--- src/rtl/uart_pkg.sv ---
// UART / DMA shared types and helpers.
// Parity modes, DMA state encoding and the baud divisor.
package uart_pkg;

  typedef enum logic [1:0] {
    PAR_NONE,
    PAR_EVEN,
    PAR_ODD
  } parity_t;

  typedef enum logic [2:0] {
    IDLE,
    FETCH,
    WAIT,
    LOAD,
    SEND,
    FIN
  } dma_state_t;

  // Clock cycles per bit, rounded to nearest.
  function automatic int uart_div(input int clock, input int baud);
    return (clock + baud / 2) / baud;
  endfunction

endpackage

--- src/rtl/uart_tx_dma_burst_if.sv ---
// Synchronous byte-memory read port.
// Read data is valid exactly one cycle after rd_en.
interface uart_tx_dma_burst_if #(
  parameter int AddrW = 16
) ();

  logic             rd_en;
  logic [AddrW-1:0] rd_addr;
  logic [7:0]       rd_data;

  modport master (
    output rd_en,
    output rd_addr,
    input  rd_data
  );

  modport slave (
    input  rd_en,
    input  rd_addr,
    output rd_data
  );

endinterface

--- src/rtl/uart_tx_dma_burst_serializer.sv ---
// UART frame serializer: start, 8 data LSB first, parity, stop bits.
// Holds the baud and bit counters; frame_done marks the last cycle.
module uart_tx_serializer
  import uart_pkg::*;
#(
  parameter int Clock  = 50000000,
  parameter int Baud   = 9600,
  parameter int Stop   = 1,
  parameter int Parity = 0
) (
  input  logic       clock,
  input  logic       reset,
  input  logic       load,
  input  logic [7:0] data,
  output logic       txd,
  output logic       frame_done,
  output logic       ready
);

  localparam int DIV = uart_div(Clock, Baud);
  localparam int CW  = $clog2(DIV + 1);
  localparam int NB  = 9 + Stop + ((Parity != 0) ? 1 : 0);
  localparam parity_t PMODE = (Parity == 2) ? PAR_ODD :
                              ((Parity == 1) ? PAR_EVEN : PAR_NONE);

  logic [CW-1:0] cnt_q, cnt_d;
  logic [3:0]    bit_q, bit_d;
  logic [NB-1:0] sh_q, sh_d;
  logic [NB-1:0] frame;
  logic          txd_q, txd_d;
  logic          act_q, act_d;
  logic          par;
  logic          tick;
  logic          last;

  // Parity bit and the full frame image, bit 0 sent first.
  always_comb begin
    par = 1'b0;
    unique case (PMODE)
      PAR_EVEN: par = ^data;
      PAR_ODD:  par = ~^data;
      default:  par = 1'b0;
    endcase
    frame      = '1;
    frame[0]   = 1'b0;
    frame[8:1] = data;
    if (PMODE != PAR_NONE) frame[9] = par;
  end

  assign tick       = act_q && (cnt_q == CW'(DIV - 1));
  assign last       = (bit_q == 4'(NB - 1));
  assign frame_done = tick && last;
  assign ready      = !act_q;
  assign txd        = txd_q;

  // Bit timing and shift sequencing.
  always_comb begin
    cnt_d = cnt_q;
    bit_d = bit_q;
    sh_d  = sh_q;
    txd_d = txd_q;
    act_d = act_q;
    if (load && !act_q) begin
      txd_d = frame[0];
      sh_d  = frame >> 1;
      cnt_d = '0;
      bit_d = '0;
      act_d = 1'b1;
    end else if (act_q) begin
      if (tick) begin
        cnt_d = '0;
        if (last) begin
          act_d = 1'b0;
          txd_d = 1'b1;
        end else begin
          txd_d = sh_q[0];
          sh_d  = sh_q >> 1;
          bit_d = bit_q + 4'd1;
        end
      end else begin
        cnt_d = cnt_q + CW'(1);
      end
    end
  end

  // State registers; reset returns the line to idle high at once.
  always_ff @(posedge clock) begin
    if (reset) begin
      cnt_q <= '0;
      bit_q <= '0;
      sh_q  <= '1;
      txd_q <= 1'b1;
      act_q <= 1'b0;
    end else begin
      cnt_q <= cnt_d;
      bit_q <= bit_d;
      sh_q  <= sh_d;
      txd_q <= txd_d;
      act_q <= act_d;
    end
  end

endmodule

--- src/rtl/uart_tx_dma_burst.sv ---
// DMA burst UART transmitter: fetch bytes from memory, send as frames.
// Start/busy/done handshake, abort at frame boundary, live remain count.
module uart_tx_dma_burst
  import uart_pkg::*;
#(
  parameter int Clock  = 50000000,
  parameter int Baud   = 9600,
  parameter int Stop   = 1,
  parameter int Parity = 0,
  parameter int AddrW  = 16,
  parameter int LenW   = 16
) (
  input  logic                clock,
  input  logic                reset,
  input  logic                start,
  input  logic                abort,
  input  logic [AddrW-1:0]    base,
  input  logic [LenW-1:0]     leng,
  uart_tx_dma_burst_if.master bus,
  output logic                busy,
  output logic                done,
  output logic                aborted,
  output logic [LenW-1:0]     remain,
  output logic                txd
);

  dma_state_t       state_q, state_d;
  logic [AddrW-1:0] ptr_q, ptr_d;
  logic [LenW-1:0]  remain_q, remain_d;
  logic [LenW-1:0]  rem_dec;
  logic [7:0]       hold_q, hold_d;
  logic             aborted_q, aborted_d;
  logic             load;
  logic             frame_done;
  logic             ser_ready;

  uart_tx_serializer #(
    .Clock  (Clock),
    .Baud   (Baud),
    .Stop   (Stop),
    .Parity (Parity)
  ) u_ser (
    .clock      (clock),
    .reset      (reset),
    .load       (load),
    .data       (hold_q),
    .txd        (txd),
    .frame_done (frame_done),
    .ready      (ser_ready)
  );

  assign rem_dec     = remain_q - LenW'(1);
  assign bus.rd_en   = (state_q == FETCH);
  assign bus.rd_addr = ptr_q;
  assign busy        = (state_q != IDLE);
  assign done        = (state_q == FIN);
  assign aborted     = aborted_q;
  assign remain      = remain_q;

  // Transfer sequencing: one fetch/wait/load/send round per byte.
  always_comb begin
    state_d   = state_q;
    ptr_d     = ptr_q;
    remain_d  = remain_q;
    hold_d    = hold_q;
    aborted_d = aborted_q;
    load      = 1'b0;
    unique case (state_q)
      IDLE: begin
        if (start) begin
          ptr_d     = base;
          remain_d  = leng;
          aborted_d = 1'b0;
          state_d   = (leng == '0) ? FIN : FETCH;
        end
      end
      FETCH: state_d = WAIT;
      WAIT: begin
        hold_d  = bus.rd_data;
        state_d = LOAD;
      end
      LOAD: begin
        load    = 1'b1;
        ptr_d   = ptr_q + AddrW'(1);
        state_d = SEND;
      end
      SEND: begin
        if (frame_done) begin
          if (remain_q != '0) remain_d = rem_dec;
          if (remain_q == '0 || rem_dec == '0) begin
            state_d = FIN;
          end else if (abort) begin
            aborted_d = 1'b1;
            state_d   = FIN;
          end else begin
            state_d = FETCH;
          end
        end
      end
      FIN:     state_d = IDLE;
      default: state_d = IDLE;
    endcase
  end

  // Control and datapath registers.
  always_ff @(posedge clock) begin
    if (reset) begin
      state_q   <= IDLE;
      ptr_q     <= '0;
      remain_q  <= '0;
      hold_q    <= '0;
      aborted_q <= 1'b0;
    end else begin
      state_q   <= state_d;
      ptr_q     <= ptr_d;
      remain_q  <= remain_d;
      hold_q    <= hold_d;
      aborted_q <= aborted_d;
    end
  end

  // Memory strobe only ever comes from the fetch state.
  a_rd_en_fetch: assert property (@(posedge clock) disable iff (reset)
    bus.rd_en |-> (state_q == FETCH));

  // The serializer is always idle when a byte is handed over.
  a_load_ready: assert property (@(posedge clock) disable iff (reset)
    (state_q == LOAD) |-> ser_ready);

endmodule

--- src/flat_wrapper.sv ---
// flat-port wrapper written by rule: the top's interface ports become plain ports
module uart_tx_dma_burst_flat import uart_pkg::*;
#(
  parameter int Clock  = 50000000,
  parameter int Baud   = 9600,
  parameter int Stop   = 1,
  parameter int Parity = 0,
  parameter int AddrW  = 16,
  parameter int LenW   = 16
)
  (clock, reset, start, abort, base, leng, busy, done, aborted, remain, txd, bus_rd_en, bus_rd_addr, bus_rd_data);
  uart_tx_dma_burst_if #(.AddrW(AddrW)) bus_i ();
  input  logic clock;
  input  logic reset;
  input  logic start;
  input  logic abort;
  input  logic [AddrW-1:0] base;
  input  logic [LenW-1:0] leng;
  output logic busy;
  output logic done;
  output logic aborted;
  output logic [LenW-1:0] remain;
  output logic txd;
  output wire logic [$bits(bus_i.rd_en)-1:0] bus_rd_en;
  output wire logic [$bits(bus_i.rd_addr)-1:0] bus_rd_addr;
  input wire logic [$bits(bus_i.rd_data)-1:0] bus_rd_data;
  assign bus_rd_en = bus_i.rd_en;
  assign bus_rd_addr = bus_i.rd_addr;
  assign bus_i.rd_data = bus_rd_data;
  uart_tx_dma_burst #(.Clock(Clock), .Baud(Baud), .Stop(Stop), .Parity(Parity), .AddrW(AddrW), .LenW(LenW)) u_core (.clock(clock), .reset(reset), .start(start), .abort(abort), .base(base), .leng(leng), .bus(bus_i), .busy(busy), .done(done), .aborted(aborted), .remain(remain), .txd(txd));
endmodule
--- config.mk ---
export PLATFORM = sky130hd
export DESIGN_NAME = uart_tx_dma_burst_flat
export DESIGN_NICKNAME = d
export VERILOG_FILES = /design/src/rtl/uart_pkg.sv /design/src/rtl/uart_tx_dma_burst_if.sv /design/src/rtl/uart_tx_dma_burst_serializer.sv /design/src/rtl/uart_tx_dma_burst.sv /design/src/flat_wrapper.sv
export SDC_FILE = /design/constraint.sdc
export NUM_CORES = 1
export LEC_CHECK = 0
export ABC_AREA = 1
export BUFFER_PORTS_ARGS = -buffer_cell sky130_fd_sc_hd__clkbuf_2
export CAP_MARGIN = 20
export CORE_ASPECT_RATIO = 0.6
export CORE_MARGIN = 5
export CORE_UTILIZATION = 50
export CTS_BUF_LIST = sky130_fd_sc_hd__clkbuf_4 sky130_fd_sc_hd__clkbuf_8
export CTS_CLUSTER_DIAMETER = 80
export DETAILED_ROUTE_END_ITERATION = 12
export GPL_TIMING_DRIVEN = 0
export HOLD_SLACK_MARGIN = 0.02
export PLACE_DENSITY = 0.75
export SLEW_MARGIN = 10
export SYNTH_ARGS = -nofsm -noshare
export SYNTH_HDL_FRONTEND = slang
export SYNTH_SLANG_ARGS = --single-unit
--- constraint.sdc ---
create_clock -name clock -period 1.7 [get_ports clock]
set_clock_uncertainty 0.1 [all_clocks]
set_input_delay 0 -clock clock [delete_from_list [all_inputs] [get_ports clock]]
set_output_delay 0 -clock clock [all_outputs]
set_load 0.03 [all_outputs]
==> results.yml <==
worst_setup_path:
  crit_family: "simple AND/OR/NAND/NOR gates"
  r2r_cells: 15
  r2r_slack_ns: -0.39
  crit_path_end_kind: "register"
  timing.rr.start: "u_core.remain[6]"
  crit_fanout: 5
  crit_chain: "nor2_1, nand2_1, inv_1, nand2_1, nand2_1, nand2_1, inv_1, nand2_1, nor2_2, nand3_1, nand2_1, nand2_2, nand2_2, nand2_2, a21oi_2"
  slowest_stage: "dfxtp_1"
  slowest_delay_ns: 0.37
  worstPathRequired_ns: 1.92
  r2r-end: "u_core.state_q[2]"
  arrival_ns: 2.30
  critPathKind: "reg2reg"
  critical_path_buf_inv_count: 2
  critPathMostFrequentCell: "nand2_1"
  start_kind: "register"
floorplanning:
  die_area_um2: 10100
  num_io_pins: 81
  start_util: 0.513
  die_x_um: 126
  rows: 25
  core_area_um2: 7880
  die_height_um: 79.7
synth:
  synth_edf_count: 0
  yosys_warnings: 0
  synthesis.nets: 641
  synth-adder-area-share: 0.0185
  ys_seq_elements: 73
  ys_seq_area_frac: 0.361
  synth_cells: 591
  syn_area_um2: 4050
  yosys.area_share.xor_xnor: 0.0238
  synth_top_family_by_area: "simple AND/OR/NAND/NOR gates"
  avgSynthCellArea_um2: 6.85
  async_reset_ff_frac: 0
  ys.flop_type: "dfxtp_1"
  synth_compound_area_frac: 0.214
  yosys.cell_types.count: 45
  synth.mux.area_fraction: 0
  synthSimpleGateAreaFrac: 0.286
run_status:
  violations: "setup timing"
  status: "finished, violations left"
cts:
  cts_htree_levels: 3
  cts_tree: "done"
  cts_sinks: 73
  clockBufferDepth: 2
  cts_made_buffers: 9
  cts_root_buf: "clkbuf_8"
  clk_latency_ns: 0.38
  clk_pin_slew_ns: 0.10
hold_path:
  worstHoldPathCells: 5
  holdPathEnd: "u_core.remain[7]"
  min-delay-start: "leng[7]"
  holdCritPathClass: "in2reg"
placed_design:
  port_buffers: 79
  gp_congestion: 0.975
  dp_cells: 778
  dp_hpwl_mm: 8.69
timing:
  setup-violations-final: 43
  slew_viol_final: 0
  max_freq_mhz: 479
  max_slew.worst_pin.slew_ns: 0.922
  fin_setup_tns_ns: -7.10
  setup_ws_ns: -0.387
  finalHoldViolations: 0
  rsz0062_at_grt: "yes"
  fin_crit_ns: 2.09
  slew_headroom: 0.385
  period_share: 1.23
  hold_ws_ns: 0.0677
finish:
  regArea_um2: 1520
  layout_common_cells: "111 x nand2_1, 82 x clkbuf_2, 58 x inv_1, 49 x dfxtp_1, 48 x buf_4"
  final_cells: 896
  layout-drive-gt1-share: 0.397
  fill_cells: 490
  antennaDiodeCount: 0
  syn_to_final_growth_pct: 56.7
  final_common_cell: "nand2_1"
  nets: 833
  multi_input_area_um2: 2670
grt:
  grt_pass1_vias: 4708
  grt_overflow_total: 0
  grt_max_degree: 15
  antenna_found_initial: 0
  grt_pass1_wl_mm: 22.3
  grtUsageTotal: 0.275
detailed_routing:
  drc: 0
  wl_per_cell_um: 18.6
  drt-initial-drc-count: 755
  firstDrtPassIters: 6
  antenna_left: 0
  vias: 5309
  routed_wl_mm: 16.7
  via_per_inst: 5.93
power_and_ir_drop:
  power.leakage_uw: 0.00280
  ir_drop_mv: 0.889
  powerDensity_nw_per_um2: 1000
job:
  drv_cap: 0
## area by class of cell
type                       instances  area share
buffer                            16      0.0168
clock buffer                       9      0.0195
clock inverter                     7      0.0158
inverter                          82      0.0538
multi-input combinational        420       0.421
sequential                        73       0.239
tap                              108      0.0213
timing repair buffer             181       0.212
## kinds of logic (layout without fill, tap and decap cells)
group / count (synthesis) / in the layout
DFF: 73 / 73
buffers and inverters: 98 / 295
xor gates and xnor gates: 11 / 11
adders and majority gates: 6 / 6
and+or+nand+nor: 256 / 256
AOI/OAI and AO/OA: 147 / 147
## synthesized netlist by cell type, types with 6 or more instances
| cell | number | share of area |
|---|---|---|
| nand4_1 | 9 | 0.014 |
| inv_2 | 8 | 0.0074 |
| a31oi_1 | 9 | 0.014 |
| nand2_1 | 124 | 0.11 |
| xor2_1 | 7 | 0.015 |
| inv_1 | 73 | 0.068 |
| nor3_1 | 6 | 0.0074 |
| a21oi_1 | 49 | 0.061 |
| clkbuf_1 | 12 | 0.011 |
| nor2_1 | 64 | 0.059 |
| ha_1 | 6 | 0.019 |
| o21ai_0 | 52 | 0.064 |
| dfxtp_1 | 73 | 0.36 |
| a21oi_2 | 8 | 0.017 |
| nand3_1 | 31 | 0.038 |
| o2111ai_1 | 6 | 0.013 |
| o21ai_2 | 7 | 0.015 |
## report_power, final
group          switching [uW]  total, uW  internal (uW)
Combinational            1640       2590            951
Clock                     775       1620            840
Sequential                266       2160           1900
## worst reg2reg max path, delay by kind of cell, from the launching register on
kind | cells | cell delay, ns
simple gates | 12 | 1.25
buf+inv | 2 | 0.21
flops | 1 | 0.37
compound gates | 1 | 0.12
## per-stage QoR
step / worst slack, ns / utilization / instance area (um^2) / total power, uW
after floorplan: -0.0816 / - / 4170 / 3410
after global placement: -0.419 / 0.596 / 4700 / 3870
after detailed placement: -0.488 / 0.596 / 4700 / 3910
after CTS: -0.163 / 0.738 / 5810 / 5920
after global routing: -0.470 / 0.805 / 6340 / 6610
final: -0.387 / 0.805 / 6340 / 6370
## sequential cells by signal, indices dropped and copies added, names as in the netlist
register            flops
u_core.aborted          1
u_core.bus.rd_addr     16
u_core.hold_q           8
u_core.remain          16
u_core.state_q          3
u_core.u_ser.act_q      1
u_core.u_ser.bit_q      4
u_core.u_ser.cnt_q     13
u_core.u_ser.sh_q      10
u_core.u_ser.txd        1
## how the worst max path moves through the flow
stage | start | end | slack (ns) | cells past startpoint
finish | u_core.remain[6] | u_core.state_q[2] | -0.39 | 15
CTS | u_core.remain[1] | u_core.state_q[2] | -0.16 | 16
global placement | u_core.state_q[1] | u_core.u_ser.cnt_q[10] | -0.42 | 10
global route | u_core.remain[6] | u_core.state_q[2] | -0.47 | 13
floorplan | u_core.u_ser.cnt_q[0] | u_core.remain[10] | -0.08 | 13
detailed placement | u_core.state_q[1] | u_core.u_ser.cnt_q[10] | -0.49 | 10
## timing repair
| action | 4_1_cts | 5_1_grt |
|---|---|---|
| hold endpoints to repair | 41 | 0 |
| gates resized for setup | 61 | 106 |
| setup endpoints to repair | 64 | 67 |
| cloned | 1 | 0 |
| pin swaps | 27 | 25 |
| buffers inserted | 32 | 30 |
| hold buffers | 41 | 0 |
## metal layers
| metal | track usage | up-vias | share of wire |
|---|---|---|---|
| li1 | - | 2352 | - |
| met1 | 0.338 | 2419 | 0.38 |
| met2 | 0.449 | 418 | 0.46 |
| met3 | 0.0836 | 120 | 0.10 |
| met4 | 0.119 | 0 | 0.063 |
| met5 | 0 | - | 0 |
(Power assumes the default switching activity.)
